<file path="src/rtl/bc_pkg.sv">
// Shared types and constants for the station barcode receiver.
// Imported by barcode_rcv; the synchroniser needs nothing from here.
package bc_pkg;

  typedef enum logic [1:0] {
    IDLE,
    START,
    WAIT_FALL,
    SAMPLE
  } bc_state_t;

  localparam int         ID_BITS   = 8;
  localparam logic [1:0] VALID_TOP = 2'b00;

endpackage

</file>
<file path="src/rtl/bc_sync.sv">
// Two-flop synchroniser for the asynchronous BC pin plus one delay flop for
// edge detection. Everything presets high so reset never fakes a falling edge.
module bc_sync (
  input  logic clk,
  input  logic rst_n,
  input  logic BC,
  output logic BC_s,
  output logic fall,
  output logic rise
);

  logic bc_meta;
  logic BC_d;

  // NOTE: sequential state uses non-blocking assignments so every flop samples
  // the pre-edge value of its neighbour; blocking here would collapse the chain.
  always_ff @(posedge clk) begin
    if (!rst_n) begin
      bc_meta <= 1'b1;
      BC_s    <= 1'b1;
      BC_d    <= 1'b1;
    end else begin
      bc_meta <= BC;
      BC_s    <= bc_meta;
      BC_d    <= BC_s;
    end
  end

  assign fall = BC_d & ~BC_s;
  assign rise = ~BC_d & BC_s;

endmodule

</file>
<file path="src/rtl/barcode_rcv.sv">
// Barcode receiver: measures the bit period from the start bit, samples eight
// data bits MSB first and presents a validated station ID with a sticky flag.
module barcode_rcv
  import bc_pkg::*;
#(
  parameter int CNT_W    = 22,
  parameter int MIN_T    = 4,
  parameter int TO_SHIFT = 2
) (
  input  logic               clk,
  input  logic               rst_n,
  input  logic               BC,
  input  logic               clr_ID_vld,
  output logic [ID_BITS-1:0] ID,
  output logic               ID_vld,
  output logic               frm_err
);

  // The between-bit timeout is T << TO_SHIFT, so the shared counter is widened
  // to hold it without truncation; START still aborts at the CNT_W all-ones.
  localparam int TO_W = CNT_W + TO_SHIFT;
  localparam logic [TO_W-1:0] CNT_MAX = {{TO_SHIFT{1'b0}}, {CNT_W{1'b1}}};
  localparam logic [TO_W-1:0] MIN_CNT = TO_W'(MIN_T);
  localparam logic [TO_W-1:0] CNT_ONE = TO_W'(1);

  logic BC_s, fall, rise;

  bc_sync u_sync (
    .clk  (clk),
    .rst_n(rst_n),
    .BC   (BC),
    .BC_s (BC_s),
    .fall (fall),
    .rise (rise)
  );

  bc_state_t          state, state_nxt;
  logic [TO_W-1:0]    cnt, cnt_nxt;
  logic [CNT_W-1:0]   t_per, t_nxt;
  logic [3:0]         bit_cnt, bit_cnt_nxt;
  logic [ID_BITS-1:0] shft, shft_nxt;
  logic               eval_pend, eval_nxt;
  logic               err_nxt;
  logic [TO_W-1:0]    t_ext;
  logic [TO_W-1:0]    t_limit;
  logic               frame_ok;

  assign t_ext    = {{TO_SHIFT{1'b0}}, t_per};
  assign t_limit  = t_ext << TO_SHIFT;
  assign frame_ok = (shft[ID_BITS-1 -: 2] == VALID_TOP);

  always_ff @(posedge clk) begin
    if (!rst_n) begin
      state     <= IDLE;
      cnt       <= '0;
      t_per     <= '0;
      bit_cnt   <= '0;
      shft      <= '0;
      eval_pend <= 1'b0;
    end else begin
      state     <= state_nxt;
      cnt       <= cnt_nxt;
      t_per     <= t_nxt;
      bit_cnt   <= bit_cnt_nxt;
      shft      <= shft_nxt;
      eval_pend <= eval_nxt;
    end
  end

  // NOTE: every signal driven here gets a default before the case statement;
  // a path that skips an assignment would otherwise infer a latch.
  always_comb begin
    state_nxt   = state;
    cnt_nxt     = cnt;
    t_nxt       = t_per;
    bit_cnt_nxt = bit_cnt;
    shft_nxt    = shft;
    eval_nxt    = 1'b0;
    err_nxt     = 1'b0;

    unique case (state)
      IDLE: begin
        if (fall) begin
          cnt_nxt     = CNT_ONE;
          bit_cnt_nxt = '0;
          state_nxt   = START;
        end
      end

      START: begin
        if (rise) begin
          if (cnt < MIN_CNT) begin
            err_nxt   = 1'b1;
            state_nxt = IDLE;
          end else begin
            t_nxt     = cnt[CNT_W-1:0];
            cnt_nxt   = '0;
            state_nxt = WAIT_FALL;
          end
        end else if (cnt == CNT_MAX) begin
          err_nxt   = 1'b1;
          state_nxt = IDLE;
        end else if (!BC_s) begin
          cnt_nxt = cnt + CNT_ONE;
        end
      end

      WAIT_FALL: begin
        if (fall) begin
          cnt_nxt   = CNT_ONE;
          state_nxt = SAMPLE;
        end else if (cnt == t_limit) begin
          err_nxt   = 1'b1;
          state_nxt = IDLE;
        end else begin
          cnt_nxt = cnt + CNT_ONE;
        end
      end

      SAMPLE: begin
        // One period T after the falling edge a '1' is already high again
        // (low T/2) while a '0' is still low (low 3T/2).
        if (cnt == t_ext) begin
          shft_nxt    = {shft[ID_BITS-2:0], BC_s};
          bit_cnt_nxt = bit_cnt + 4'd1;
          if (bit_cnt == 4'd7) begin
            eval_nxt  = 1'b1;
            state_nxt = IDLE;
          end else begin
            cnt_nxt   = '0;
            state_nxt = WAIT_FALL;
          end
        end else begin
          cnt_nxt = cnt + CNT_ONE;
        end
      end

      default: state_nxt = IDLE;
    endcase
  end

  // Evaluation runs while the FSM is already back in IDLE, so a new start
  // bit can be accepted in the same clock.
  always_ff @(posedge clk) begin
    if (!rst_n) begin
      ID      <= '0;
      ID_vld  <= 1'b0;
      frm_err <= 1'b0;
    end else begin
      frm_err <= err_nxt | (eval_pend & ~frame_ok);
      if (eval_pend && frame_ok) begin
        ID     <= shft;
        ID_vld <= 1'b1;
      end else if (clr_ID_vld) begin
        ID_vld <= 1'b0;
      end
    end
  end

endmodule

</file>
<file path="config.mk">
export PLATFORM = sky130hd
export DESIGN_NAME = barcode_rcv
export DESIGN_NICKNAME = d
export VERILOG_FILES = /design/src/rtl/bc_pkg.sv /design/src/rtl/bc_sync.sv /design/src/rtl/barcode_rcv.sv
export SDC_FILE = /design/constraint.sdc
export NUM_CORES = 1
export LEC_CHECK = 0
export CAP_MARGIN = 20
export CORE_AREA = 4 4 136 73
export DETAILED_ROUTE_END_ITERATION = 10
export DIE_AREA = 0 0 140 77
export GPL_TIMING_DRIVEN = 0
export PLACE_DENSITY = 0.66
export SLEW_MARGIN = 20
export SYNTH_ARGS = -nofsm -noshare
export SYNTH_HDL_FRONTEND = slang
export SYNTH_SLANG_ARGS = --single-unit
export TNS_END_PERCENT = 100
</file>
<file path="constraint.sdc">
create_clock -name clk -period 2.85 [get_ports clk]
set_input_delay 0.4275 -clock clk [delete_from_list [all_inputs] [get_ports clk]]
set_output_delay 0.4275 -clock clk [all_outputs]
set_load 0.1 [all_outputs]
</file>
==> results of run 1 <==
==> cells by family after synthesis <==
group,Yosys count
AO/OA/AOI/OAI,80
XOR/XNOR,44
adder cells (fa/ha/maj),8
buffers and inverters,56
flip-flops,74
multiplexers,30
AND/OR/NAND/NOR,203
==> routing by layer <==
layer,vias up,part of all wire (%),track usage [%]
li1,1812,-,-
met1,1745,48,28.7
met2,101,44,31.7
met3,10,7.4,6.28
met4,0,0.60,3.87
met5,-,0,0
==> layout by cell type, fill, tap and decap left out, drive strengths merged, types with 18 or more instances in the layout <==
cell type	Yosys	layout
nand2	60	60
xnor2	36	36
nand4	21	21
o22ai	18	18
dfxtp	74	74
a211oi	20	20
clkbuf	17	28
nor2	42	42
or3	18	18
buf	27	26
mux2i	30	30
==> registers in the layout, summed over array words and instances, names as in the netlist <==
signal	flops
ID	8
ID_vld	1
bit_cnt	4
cnt	24
eval_pend	1
frm_err	1
shft	8
state	2
t_per	22
u_sync.BC_d	1
u_sync.BC_s	1
u_sync.bc_meta	1
==> how the worst max path moves through the flow <==
stage / to / slack [ns] / cells past startpoint
floorplan: cnt[4] / 0.61 / 8
global placement: cnt[10] / 0.009 / 8
detailed placement: cnt[7] / -0.01 / 8
CTS: bit_cnt[3] / 0.03 / 7
global route: cnt[14] / 0.003 / 8
finish: cnt[10] / 0.14 / 8
==> power breakdown <==
part	total (uW)	internal [uW]	switching (uW)
registers	1070	1050	20.3
clock network	1150	701	446
logic	398	155	244
total	2610	1900	710
==> what timing repair did <==
item	4_1_cts	5_1_grt
setup buffers	0	0
resized for setup	1	6
setup endpoints to repair	23	39
hold buffers	0	0
==> through the flow <==
stage	worst slack (ns)	total power [uW]	setup TNS, ns	area (um2)	hold slack, ns
floorplan	0.612	1380	0	4250	0.386
global placement	0.00889	1470	0	4520	0.392
detailed placement	-0.0134	1470	-0.0402	4520	0.398
CTS	0.0336	2630	0	4830	0.413
global route	0.00256	2720	0	4850	0.428
finish	0.139	2610	0	4850	0.408
==> cell type report <==
type,count,area (um2)
fillers,828,3740
multi-input cells,365,2490
flip-flops and latches,74,1480
plain buffers,44,263
clock buffers,10,239
well taps,117,146
repair buffers,12,120
clock inverters,6,66.3
inverters,12,45.0
==> flow_summary.yaml, run 1 <==
outcome:
  run_status: "finished clean"
global_route:
  global_route_wire_length_before_repair_um: 17800
  grt_pass1_vias: 3370
  largest_net_degree_at_the_start_of_global_routing: 14
  grt_overflow_total: 0
  antenna_found_initial: 0
  total_routing_usage_reported_by_global_routing_pct: 20.6
power_and_ir_drop:
  ir_worst_vdd_uv: 433
  standby_leakage_power_uw: 0.00188
  pwr_density_cell_mw_per_mm2: 539
critical_path:
  crit_start: "cnt[0]"
  endpoint_class_of_the_critical_path: "flop"
  worst_r2r_path_depth: 8
  max_stage_delay_ns: 0.58
  crit-reg2reg-launch: "cnt[0]"
  path_buf_inv: 1
  worst_r2r_endpoint: "cnt[10]"
  cp_data_arrival_time_ns: 2.97
  startpoint_type: "flop"
  worst_path_dominant_cell_family: "simple AND/OR/NAND/NOR gates"
  setup.worst_path.class: "reg2reg"
  cp_common_cell: "sky130_fd_sc_hd__o211ai_1"
  critical_path.slowest_cell: "sky130_fd_sc_hd__or4_1"
  r2r_slack_ns: 0.14
  critical_path.max_fanout: 10
  cp_data_required_time_ns: 3.11
  worstPathCellList: "ha_1, nand3_1, or4_1, o32ai_1, a32o_2, clkbuf_4, o211ai_1, o211ai_1"
placement:
  place_inst: 624
  numPortBuffers: 12
  post-dp-hpwl_um: 7970
  place_congestion: 0.921
floorplanning:
  start_util_pct: 49.5
  dieWidth_um: 140
  floorplan.rows: 24
  area_enclosed_by_the_die_boundary_mm2: 0.0108
  floorplan.core_area_mm2: 0.00859
  die_span_in_y_um: 77
  number_of_ports_placed_on_the_die_boundary: 14
sta:
  timing.clock.skew_ns: 0.00838
  rsz_0062_raised_after_global_routing: "no"
  drv_slew: 0
  finalHoldViolCount: 0
  period_minus_slack_ns: 2.71
  slew_headroom_pct: 34.7
  max_slew.worst_pin.slew_ns: 0.976
  fmax_ghz: 0.369
  setup_viol: 0
  post-route-period-util_pct: 95.1
synth:
  synth_adder_area_share_pct: 2.36
  synth.top_cells.by_count: "sky130_fd_sc_hd__dfxtp_1, sky130_fd_sc_hd__nand2_1, sky130_fd_sc_hd__nor2_1"
  synth.net_count: 507
  synth_most_common_cell: "sky130_fd_sc_hd__dfxtp_1"
  synth_mux_area_share_pct: 7.07
  postSynth.asyncResetShare_pct: 0
  area_leader_netlist: "sky130_fd_sc_hd__dfxtp_1"
  synth_edf_count: 0
  synth-simple-area-share_pct: 24.3
  synth-compound-area-share_pct: 15.2
  synth_area_mm2: 0.00425
  synth-seq-area-share_pct: 34.9
  synthTopCellsByArea: "sky130_fd_sc_hd__dfxtp_1, sky130_fd_sc_hd__xnor2_1, sky130_fd_sc_hd__mux2i_1"
  synth_top_cell_area_share_pct: 34.9
  avgSynthCellArea_um2: 8.58
  synth_top_family_by_area: "simple AND/OR/NAND/NOR gates"
  synthFlopType: "sky130_fd_sc_hd__dfxtp_1"
  yosys.area_share.xor_xnor_pct: 9.07
  netlist_instances: 495
  yosys.cell_types.count: 53
  synth_seq_cells: 74
  yosys_warnings: 0
clock_tree:
  clock-sinks: 74
  cts_clk_pin_slew_worst_paths_ns: 0.06
  clockBufferDepth: 2
  number_of_buffers_added_by_the_clock_tree_synthesis_step: 9
  clk_root_buffer_cell: "sky130_fd_sc_hd__clkbuf_16"
  insertion_delay_ns: 0.34
  htree_levels: 3
  cts_tree: "built"
routing:
  remaining_number_of_nets_flagged_by_the_antenna_check_after_routing: 0
  first_pass_iters: 5
  via_per_inst: 5.73
  wl_per_cell_um: 17.1
  initialDrtViolationCount: 260
  route.final.wire_length_um: 10900
  detailroute.via_count: 3668
  post-route-drc-count: 0
run:
  timing.max_cap.violations: 0
worst_hold_path:
  hold_wc_startpoint: "u_sync.bc_meta"
  hp-class: "reg2reg"
  worst_hold_path.num_cells: 1
  worst_hold_path.endpoint: "u_sync.BC_s"
final_layout:
  finalCoreUtilization_pct: 56.4
  drive_gt1_share_pct: 14.0
  antenna_cells_inserted: 0
  nets: 530
  flow.area_growth_from_synthesis_pct: 14.1
  final_cells: 640
Power figures use the tool's default switching activity.
==> inputs of run 2 (changes only) <==
Settings changed: CTS_CLUSTER_DIAMETER from default to 200.
==> results of run 2 <==
No change in the layout: final DEF, timing and power equal those of run 1.
==> inputs of run 3 (changes only) <==
Settings changed: CAP_MARGIN 20 to 10.
==> results of run 3 <==
No change in the layout: final DEF, timing and power equal those of run 1.
